<file path="src/rtl/interrupt_arbiter.sv">
// -----------------------------------------------------------------------------
// interrupt_arbiter
//
// Interrupt capture and arbitration for the 6502C control path. Each active-low
// interrupt line is synchronised, then captured either as a falling edge
// (latched until acknowledged) or as a level (follows the line). Eligible
// pending channels are arbitrated by fixed priority (channel 0 highest) and a
// single winner is presented until the control logic acknowledges it.
//
// Ports:
//   phi1        in   1       sole clock, rising edge
//   rstAll      in   1       asynchronous active-high reset
//   intIn_L     in   NUM_CH  raw active-low interrupt lines
//   maskEn      in   NUM_CH  1 = channel may be presented (ignored for NOMASK)
//   intHandled  in   1       acknowledge of the presented channel
//   clrOverrun  in   1       pulse: clear all overrun flags
//   activeInt   out  IDX_W   winning channel index + 1, 0 = none
//   intValid    out  1       high while activeInt is nonzero
//   pending     out  NUM_CH  registered pending vector
//   overrun     out  NUM_CH  sticky: edge arrived while already pending
//
// Constraints: 2**IDX_W >= NUM_CH+1, 1 <= SYNC_STAGES <= 3.
// -----------------------------------------------------------------------------
module interrupt_arbiter #(
  parameter int unsigned       NUM_CH      = 3,
  parameter int unsigned       IDX_W       = 2,
  parameter logic [NUM_CH-1:0] EDGE_MASK   = 3'b010,
  parameter logic [NUM_CH-1:0] NOMASK      = 3'b011,
  parameter int unsigned       SYNC_STAGES = 2
) (
  input  logic              phi1,
  input  logic              rstAll,
  input  logic [NUM_CH-1:0] intIn_L,
  input  logic [NUM_CH-1:0] maskEn,
  input  logic              intHandled,
  input  logic              clrOverrun,
  output logic [IDX_W-1:0]  activeInt,
  output logic              intValid,
  output logic [NUM_CH-1:0] pending,
  output logic [NUM_CH-1:0] overrun
);

  typedef enum logic {
    IDLE   = 1'b0,
    ACTIVE = 1'b1
  } state_t;

  state_t                           state_q;
  state_t                           state_d;
  logic [SYNC_STAGES-1:0][NUM_CH-1:0] sync_q;
  logic [NUM_CH-1:0]                sync;
  logic [NUM_CH-1:0]                prev_q;
  logic [NUM_CH-1:0]                fall;
  logic [NUM_CH-1:0]                clr;
  logic [NUM_CH-1:0]                eligible;
  logic [NUM_CH-1:0]                pending_d;
  logic [NUM_CH-1:0]                overrun_d;
  logic [IDX_W-1:0]                 active_d;
  logic                             valid_d;

  // ---------------------------------------------------------------------------
  // Synchroniser and edge history
  // ---------------------------------------------------------------------------
  // NOTE: the synchroniser array is reset to the idle (high) level so a line
  // that is quiet across reset never looks like a falling edge afterwards.
  always_ff @(posedge phi1 or posedge rstAll) begin
    if (rstAll) begin
      sync_q <= '1;
      prev_q <= '1;
    end else begin
      // NOTE: non-blocking assignments let every stage sample the previous
      // stage's old value, forming a true shift chain.
      sync_q[0] <= intIn_L;
      for (int s = 1; s < SYNC_STAGES; s++) begin
        sync_q[s] <= sync_q[s-1];
      end
      prev_q <= sync;
    end
  end

  assign sync = sync_q[SYNC_STAGES-1];
  assign fall = prev_q & ~sync & EDGE_MASK;

  // ---------------------------------------------------------------------------
  // Pending / overrun next-state
  // ---------------------------------------------------------------------------
  // Acknowledge decodes to the channel currently being presented.
  always_comb begin
    // NOTE: default first so no path leaves clr unassigned (no latch).
    clr = '0;
    if (state_q == ACTIVE && intHandled) begin
      for (int k = 0; k < NUM_CH; k++) begin
        if (activeInt == IDX_W'(k + 1)) begin
          clr[k] = 1'b1;
        end
      end
    end
  end

  // Edge channels: a new fall outranks a simultaneous acknowledge.
  // Level channels: simply mirror the synchronised line.
  assign pending_d = (EDGE_MASK & (fall | (pending & ~clr)))
                   | (~EDGE_MASK & ~sync);

  // A fall on an already-pending channel is an overrun unless that pending
  // bit is being consumed this same cycle. Setting outranks clrOverrun.
  assign overrun_d = (fall & pending & ~clr)
                   | (overrun & ~{NUM_CH{clrOverrun}});

  assign eligible = pending & (maskEn | NOMASK);

  // ---------------------------------------------------------------------------
  // Grant state machine
  // ---------------------------------------------------------------------------
  always_comb begin
    state_d  = state_q;
    active_d = activeInt;
    valid_d  = intValid;
    case (state_q)
      IDLE: begin
        active_d = '0;
        valid_d  = 1'b0;
        if (|eligible) begin
          // Scan downward so the lowest set index is the final assignment.
          for (int k = NUM_CH - 1; k >= 0; k--) begin
            if (eligible[k]) begin
              active_d = IDX_W'(k + 1);
            end
          end
          valid_d = 1'b1;
          state_d = ACTIVE;
        end
      end
      ACTIVE: begin
        // Grant is frozen: no preemption, and it survives the line or mask
        // going away. Only the acknowledge releases it, and the following
        // IDLE cycle guarantees intValid drops between grants.
        if (intHandled) begin
          active_d = '0;
          valid_d  = 1'b0;
          state_d  = IDLE;
        end
      end
      default: begin
        state_d  = IDLE;
        active_d = '0;
        valid_d  = 1'b0;
      end
    endcase
  end

  always_ff @(posedge phi1 or posedge rstAll) begin
    if (rstAll) begin
      state_q   <= IDLE;
      activeInt <= '0;
      intValid  <= 1'b0;
      pending   <= '0;
      overrun   <= '0;
    end else begin
      state_q   <= state_d;
      activeInt <= active_d;
      intValid  <= valid_d;
      pending   <= pending_d;
      overrun   <= overrun_d;
    end
  end

endmodule

</file>
<file path="config.mk">
export PLATFORM = sky130hd
export DESIGN_NAME = interrupt_arbiter
export DESIGN_NICKNAME = d
export VERILOG_FILES = /design/src/rtl/interrupt_arbiter.sv
export SDC_FILE = /design/constraint.sdc
export NUM_CORES = 1
export LEC_CHECK = 0
export CAP_MARGIN = 0
export CORE_AREA = 2 2 39 41
export CTS_CLUSTER_DIAMETER = 50
export DETAILED_ROUTE_END_ITERATION = 16
export DIE_AREA = 0 0 41 43
export PLACE_DENSITY = 0.78
export SLEW_MARGIN = 40
export SYNTH_ARGS = -nofsm -noshare
export SYNTH_HDL_FRONTEND = slang
export SYNTH_SLANG_ARGS = --single-unit
</file>
<file path="constraint.sdc">
create_clock -name phi1 -period 2.7 [get_ports phi1]
set_input_delay 0.405 -clock phi1 [delete_from_list [all_inputs] [get_ports phi1]]
set_output_delay 0.405 -clock phi1 [all_outputs]
set_load 0.005 [all_outputs]
</file>
======== Word-level counts from Yosys, hierarchy flattened ========
Index checks and enable logic that the tools add are counted.
word-level totals
  bits in registers ....................... 18
  output and inout bits ................... 9
  logic and storage cells ................. 42
cells by class
  equality and inequality tests ........... 4
  mux-type cells .......................... 15
  bitwise gates (word level) .............. 13
  reduce and logical (&&, ||, !) cells .... 2
operators by type and width
  operator                                                          count
  2-bit two-way mux                                                 5
  3-bit bitwise AND                                                 3
  3-bit NOT                                                         3
  1-bit two-way mux                                                 6
  2-bit bitwise AND                                                 2
  2-bit == test (second input constant)                             2
  1-bit case mux with 2 select lines                                2
  2-bit case mux with 2 select lines                                1
  2-bit by 3-bit bitwise AND with 3-bit output                      1
  3-bit two-way mux                                                 1
  2-bit by 3-bit bitwise OR with 3-bit output                       1
  3-bit bitwise OR                                                  1
  3-bit OR reduction                                                1
  2-bit by 1-bit == test with 1-bit output (second input constant)  1
  2-bit inequality test (second input constant)                     1
  2-bit bitwise OR                                                  1
  1-bit logical AND                                                 1
  1-bit NOT                                                         1

======== Logic depth before layout (Yosys ltp) ========
Gate-level depths: netlist of the first run.
  depth in word-level cells ............... 7
  mapped depth ............................ 2
  gate-level depth less buffers ........... 2

======== Worst setup path before layout of the first run ========
No wires, ideal clock.
  path kind ............................... reg2reg
  start point ............................. register pending[2]
  end point ............................... register intValid
  setup time .............................. 0.137 ns
  data arrival time ....................... 0.845 ns
  data required time ...................... 2.563 ns
  path slack .............................. 1.718 ns
  stages on the path, launching flop included .. 3
  buffers on the path ..................... 0
  cells stage by stage .................... dfrtp_1 -> a2111oi_2 -> a21oi_1
on the way
  longest elaborated chain between the ends .. 4
ends and longest elaborated chain
  what                                line  source
  start: declaration                  39    output logic [NUM_CH-1:0] pending,
  start signal: assignment            163   pending <= pending_d;
  3-bit bitwise AND                   110   assign eligible = pending & (maskEn | NOMASK);
  3-bit OR reduction                  123   if (|eligible) begin
  1-bit two-way mux                   123
  1-bit case mux with 2 select lines  119   case (state_q)
  end signal: assignment              162   intValid <= valid_d;
  end: declaration                    38    output logic intValid,
No other way between the ends.
A chain may end at the register's enable or synchronous reset.

======== Worst setup path in the final report of the first run ========
  start point ............................. register pending[1]
  end point ............................... output port pending[1]
No word-level cell between the ends.

==> metrics.txt, run 1 <==
Die Y 43 um; Tmin final 1.65 ns; Post-CTS Resized 0; slowest CP cell clkdlybuf4s50_1; DP HPWL 633 um; full die area 1760 sq um; number of endpoints failing setup at the final stage 0; final hold vios 0; total track usage 12.0%; DRT Wirelength 844 um; Power Density 610 nW/um^2; DP Worst Slack 1.26 ns; Static Leak 0.341 nW; clock sink total 17; area of the multi-input gates 128 sq um; drt wl/cell 11.3 um; total power draw 0.000480 W; #FFs+latches synth 17; Netlist Area Pre-Place 581 sq um; TritonCTS buffer count 3; share of post-route cells with drive strength above 1 20.3%; Post-DRT Antenna Nets 0; Final #Nets 70; first-pass GRT wire length 1290 um; Synth area leaders dfrtp_1 (43%), dfstp_2 (32%), inv_1 (3.2%), nand2b_1 (3.2%), o41ai_2 (2.8%); Final Core Density 56.9%; # port buffers 16; crit start category register; vias 356; initial core utilization 42.0%; Fin Setup TNS 0 ns; Worst EP required 2.30 ns; Worst-path clk slew 0.09 ns; mux contribution to synthesized area 0%; syn_nets 49; CTS H-tree lvls 1; Die Wd 41 um; largest area contributor in the synthesized netlist dfrtp_1; total congestion overflow 0; hold-fix buffers at CTS 0; Setup Buffers After CTS 0; Row Count 14; DRT Pass-1 Iters 2; Initial DRC Count 3; Cells after Synth 39; max cap viols 0; Clock Skew 0.00830 ns; CTS Buffer Depth 2; outcome completed; fmax 0.607 GHz; I/O pins 19; initial antenna violation count 0; max-slew violation count 0; CTS tree done; Seq/Total Area, Yosys 74.8%; crit path kind reg -> out; register area 434 sq um; Crit path largest cell delay 0.53 ns; largest net degree at the start of global routing 18; vias in the first global route 296; post-synthesis simple-gate area fraction 10.3%; XOR/XNOR Fraction of Synth Area 0%; core area 1380 sq um; Worst setup EP type primary output; Critical Path AT 1.24 ns; CP top delay family buffers and inverters; yosys warns 0; largest family of logic cells by synthesized area compound AO/OA/AOI/OAI gates; Yosys top cell area share 43.1%; DP Cell Count 71; vias per std cell 4.75; Compound-Gate Fraction of Synth Area 11.6%; GPL Wtd Cong 0.654; fin cells 75; diode count 0; CP max FO 5; Syn-to-layout area delta 35.6%; worst hold path type reg -> reg; Slew @ Worst Pin 0.600 ns; CTS Root Cell clkbuf_4; Max-Slew Margin vs Limit 59.9%; Final WS setup 1.05 ns; synth unique cells 14; Peak supply drop 0.000337 V; DRC 0; clock latency on the worst-skew pair 0.28 ns; worst path buffer plus inverter count 1; worst-path cell chain clkdlybuf4s50_1; RSZ-0062 raised after global routing no; r2r setup slk 1.66 ns; Post-Synth Adder-Cell Area 0%; filler cell count 126; Final period util 61.0%; Avg Inst Size Synth 14.9 sq um
==> worst reg2reg max path, delay by kind of cell (launching register included) <==
kind,cells,cell delay (ns)
flops,1,0.43
compound gates,2,0.49
==> where the power goes <==
group,switching [W],total (W),internal [W]
combinational,0.0000202,0.0000585,0.0000383
sequential,0.0000146,0.000292,0.000277
clock,0.0000728,0.000130,0.0000574
total,0.000108,0.000480,0.000373
==> flip-flops by register name (all words and copies together) (netlist names) <==
name,cells
activeInt,2
sync,3
prev_q,1
state_q,1
intValid,1
pending,3
sync_q,3
overrun,3
==> final timing paths <==
check | startpoint | endpoint | cells past startpoint
max in group asynchronous | rstAll | pending[1]$_DFF_PP0_ | 2
setup / recovery | pending[1]$_DFF_PP0_ | pending[1] | 1
hold reg to reg | sync_q[0]$_DFF_PP1_ | sync[0]$_DFF_PP1_ | 0
hold / removal | sync_q[0]$_DFF_PP1_ | sync[0]$_DFF_PP1_ | 0
setup reg to reg | pending[2]$_DFF_PP0_ | intValid$_DFFE_PP0P_ | 2
min in group asynchronous | rstAll | pending[2]$_DFF_PP0_ | 2
==> through the flow <==
| stage | instance area, sq um | hold slack (ns) |
|---|---|---|
| after floorplan | 581 | 0.326 |
| after global placement | 761 | 0.346 |
| after detailed placement | 761 | 0.347 |
| after CTS | 787 | 0.361 |
| after global routing | 787 | 0.356 |
| final | 787 | 0.353 |
==> placed cells by master, fill, tap and decap left out <==
master            n
inv_1             5
clkbuf_1          1
clkbuf_4          3
clkdlybuf4s50_1  16
o22ai_1           1
and4b_1           1
a2111oi_2         1
a21oi_1           3
a22oi_1           1
nand3b_1          2
dfrtp_1          10
o41ai_2           1
nor2_1            1
dfstp_2           7
nand2b_1          3
o31ai_1           1
nor2b_1           2
==> final cells by class <==
type	instances	area share (%)
Tap cell	16	2.54
Timing Repair Buffer	16	20.3
Clock buffer	4	3.34
Inverter	5	2.38
Sequential cell	17	55.2
Multi-Input combinational cell	17	16.2
==> cells in the mapped netlist, drive strengths merged <==
library cell / count
a2111oi: 1
a21oi: 3
a22oi: 1
and4b: 1
dfrtp: 10
dfstp: 7
inv: 5
nand2b: 3
nand3b: 2
nor2: 1
nor2b: 2
o22ai: 1
o31ai: 1
o41ai: 1
==> per-layer routing <==
layer	wire [um]	up-vias	global-route usage [%]
met3	47	2	4.71
met2	395	12	14.1
met5	0	-	0
met4	14	0	10.0
li1	-	171	-
met1	386	171	16.5
==> logic make-up (layout without fill, tap and decap cells) <==
logic type / Yosys count / after routing
flops: 17 / 17
simple gates: 9 / 9
compound gates: 8 / 8
buf+inv: 5 / 25
Power figures use the tool's default switching activity.
==> inputs of run 2 (changes only) <==
CORE_AREA = unset   (was 2 2 39 41)
CORE_UTILIZATION = 38   (was unset)
DIE_AREA = unset   (was 0 0 41 43)
PLACE_DENSITY = 0.73   (was 0.78)
clock period = 1.5 ns   (was 2.7 ns; I/O delays follow)
==> metrics.txt, run 2 (synthesized netlist as in run 1, its figures left out) <==
DRT Wirelength 872 um (+3.3%); crit path kind reg -> out; vias per std cell 4.93 (+4.0%); Die Y 41.1 um (-4.5%); Design Area, Final 803 sq um (+2.1%); GPL Wtd Cong 0.618 (-5.4%); CP max FO 4 (-1); DRT Pass-1 Iters 4 (+2); max-slew violation count 0 (unchanged); initial antenna violation count 0 (unchanged); CTS Buffer Depth 2 (unchanged); Worst-path clk slew 0.09 ns (about the same); commonest non-fill, non-tap cell in the layout clkdlybuf4s50_1; worst-path cell chain clkdlybuf4s50_1; full die area 1690 sq um (-4.3%); I/O pins 19 (unchanged); Final Core Density 58.8% (+1.9 points); Worst EP required 1.27 ns (-1.03 ns); Syn-to-layout area delta 38.4%; number of endpoints failing setup at the final stage 0 (unchanged); r2r worst-path depth 2 (unchanged); CP top delay family buffers and inverters; Critical Path AT 1.20 ns (-0.04 ns); Final WS setup 0.0748 ns (-0.979 ns); Clock Skew 0.00207 ns (-0.00623 ns); Power Density 1080 nW/um^2 (+77%); Most Crowded Layer GR met2; Initial DRC Count 10 (+7); met1 Use GR 15.8% (-0.70 points); DRC 0 (unchanged); CTS tree done; Hold WS 0.237 ns (-0.116 ns); post-placement cell area 767 sq um (+0.82%); fmax 0.702 GHz; drt wl/cell 11.5 um (+2.0%); Slew @ Worst Pin 0.332 ns (-0.268 ns); reg2reg end overrun[1]$_DFF_PP0_; DP Worst Slack 0.237 ns (-1.02 ns); RSZ-0062 raised after global routing no; Fin Setup TNS 0 ns (unchanged); CTS Root Cell clkbuf_4; vias 375 (+5.3%); total congestion overflow 0 (unchanged); total track usage 12.4% (+0.47 points); met2 Use GR 18.8% (+4.7 points); met3 Usage GRT 3.26% (-1.5 points); TritonCTS buffer count 3 (unchanged); final hold vios 0 (unchanged); Die Wd 41.1 um (+0.21%); Crit path largest cell delay 0.52 ns (about the same); Post-DRT Antenna Nets 0 (unchanged); Peak supply drop 0.000595 V (+76%); most frequent cells in the layout clkdlybuf4s50_1 (15), dfrtp_1 (10), dfstp_2 (7); outcome completed; DP HPWL 605 um (-4.3%); CTS H-tree lvls 1 (unchanged); diode count 0 (unchanged); Tmin final 1.43 ns; RR Startpoint state_q$_DFF_PP0_; core area 1370 sq um (-1.3%); first-pass GRT wire length 1280 um (-0.54%); Max-Slew Margin vs Limit 77.8% (+18 points); Worst setup EP type primary output; slowest CP cell clkdlybuf4s50_1; Static Leak 0.353 nW (+3.4%); clock latency on the worst-skew pair 0.28 ns (about the same); clock sink total 17 (unchanged); initial core utilization 42.5% (+0.54 points); hold-fix buffers at CTS 0 (unchanged); Row Count 13 (-1); vias in the first global route 315 (+6.4%); largest net degree at the start of global routing 18 (unchanged); share of post-route cells with drive strength above 1 23.0% (+2.6 points); Final #Nets 72 (+2.9%); Final period util 95.0%; crit start category register; worst hold path type in -> async; worst path buffer plus inverter count 1 (unchanged); # port buffers 16 (unchanged); r2r setup slk 0.46 ns (-1.20 ns); max cap viols 0 (unchanged)
-- run 2: metrics by stage --
stage,instances,total power (W)
2_1_floorplan,39,0.000568
3_3_place_gp,71,0.000639
3_5_place_dp,71,0.000642
4_1_cts,75,0.000887
5_1_grt,76,0.000915
6_report,76,0.000867
-- run 2: final cells by class --
type	instances	area, sq um
fillers	130	563
flip-flops and latches	17	434
repair buffers	18	178
multi-input cells	17	128
clock buffers	4	26.3
inverters	5	18.8
well taps	15	18.8
-- run 2: power by group --
group	switching [W]	internal, W	leakage (nW)
registers	0.0000245	0.000499	0.195
clock network	0.000131	0.000103	0.0150
logic	0.0000387	0.0000714	0.143
total	0.000194	0.000673	0.353
-- run 2: how the worst max path moves through the flow --
stage	start	end	slack, ns	cells after the start
after floorplan	pending[2]$_DFF_PP0_	intValid$_DFFE_PP0P_	0.52	2
after global placement	maskEn[2]	state_q$_DFF_PP0_	0.25	3
after detailed placement	maskEn[2]	state_q$_DFF_PP0_	0.24	3
after CTS	pending[1]$_DFF_PP0_	pending[1]	0.03	1
after global routing	pending[2]$_DFF_PP0_	pending[2]	0.02	1
final	pending[2]$_DFF_PP0_	pending[2]	0.07	1
-- run 2: what timing repair did --
item / CTS / global route
resized for setup: 0 / 1
hold endpoints to repair: 0 / 0
endpoints found under the setup margin: 0 / 2
buffers inserted: 0 / 1
-- run 2: routing by layer --
layer / share of wire, % / wire (um)
met1: 48 / 415
met2: 44 / 386
met3: 8.1 / 71
met4: 0 / 0
met5: 0 / 0
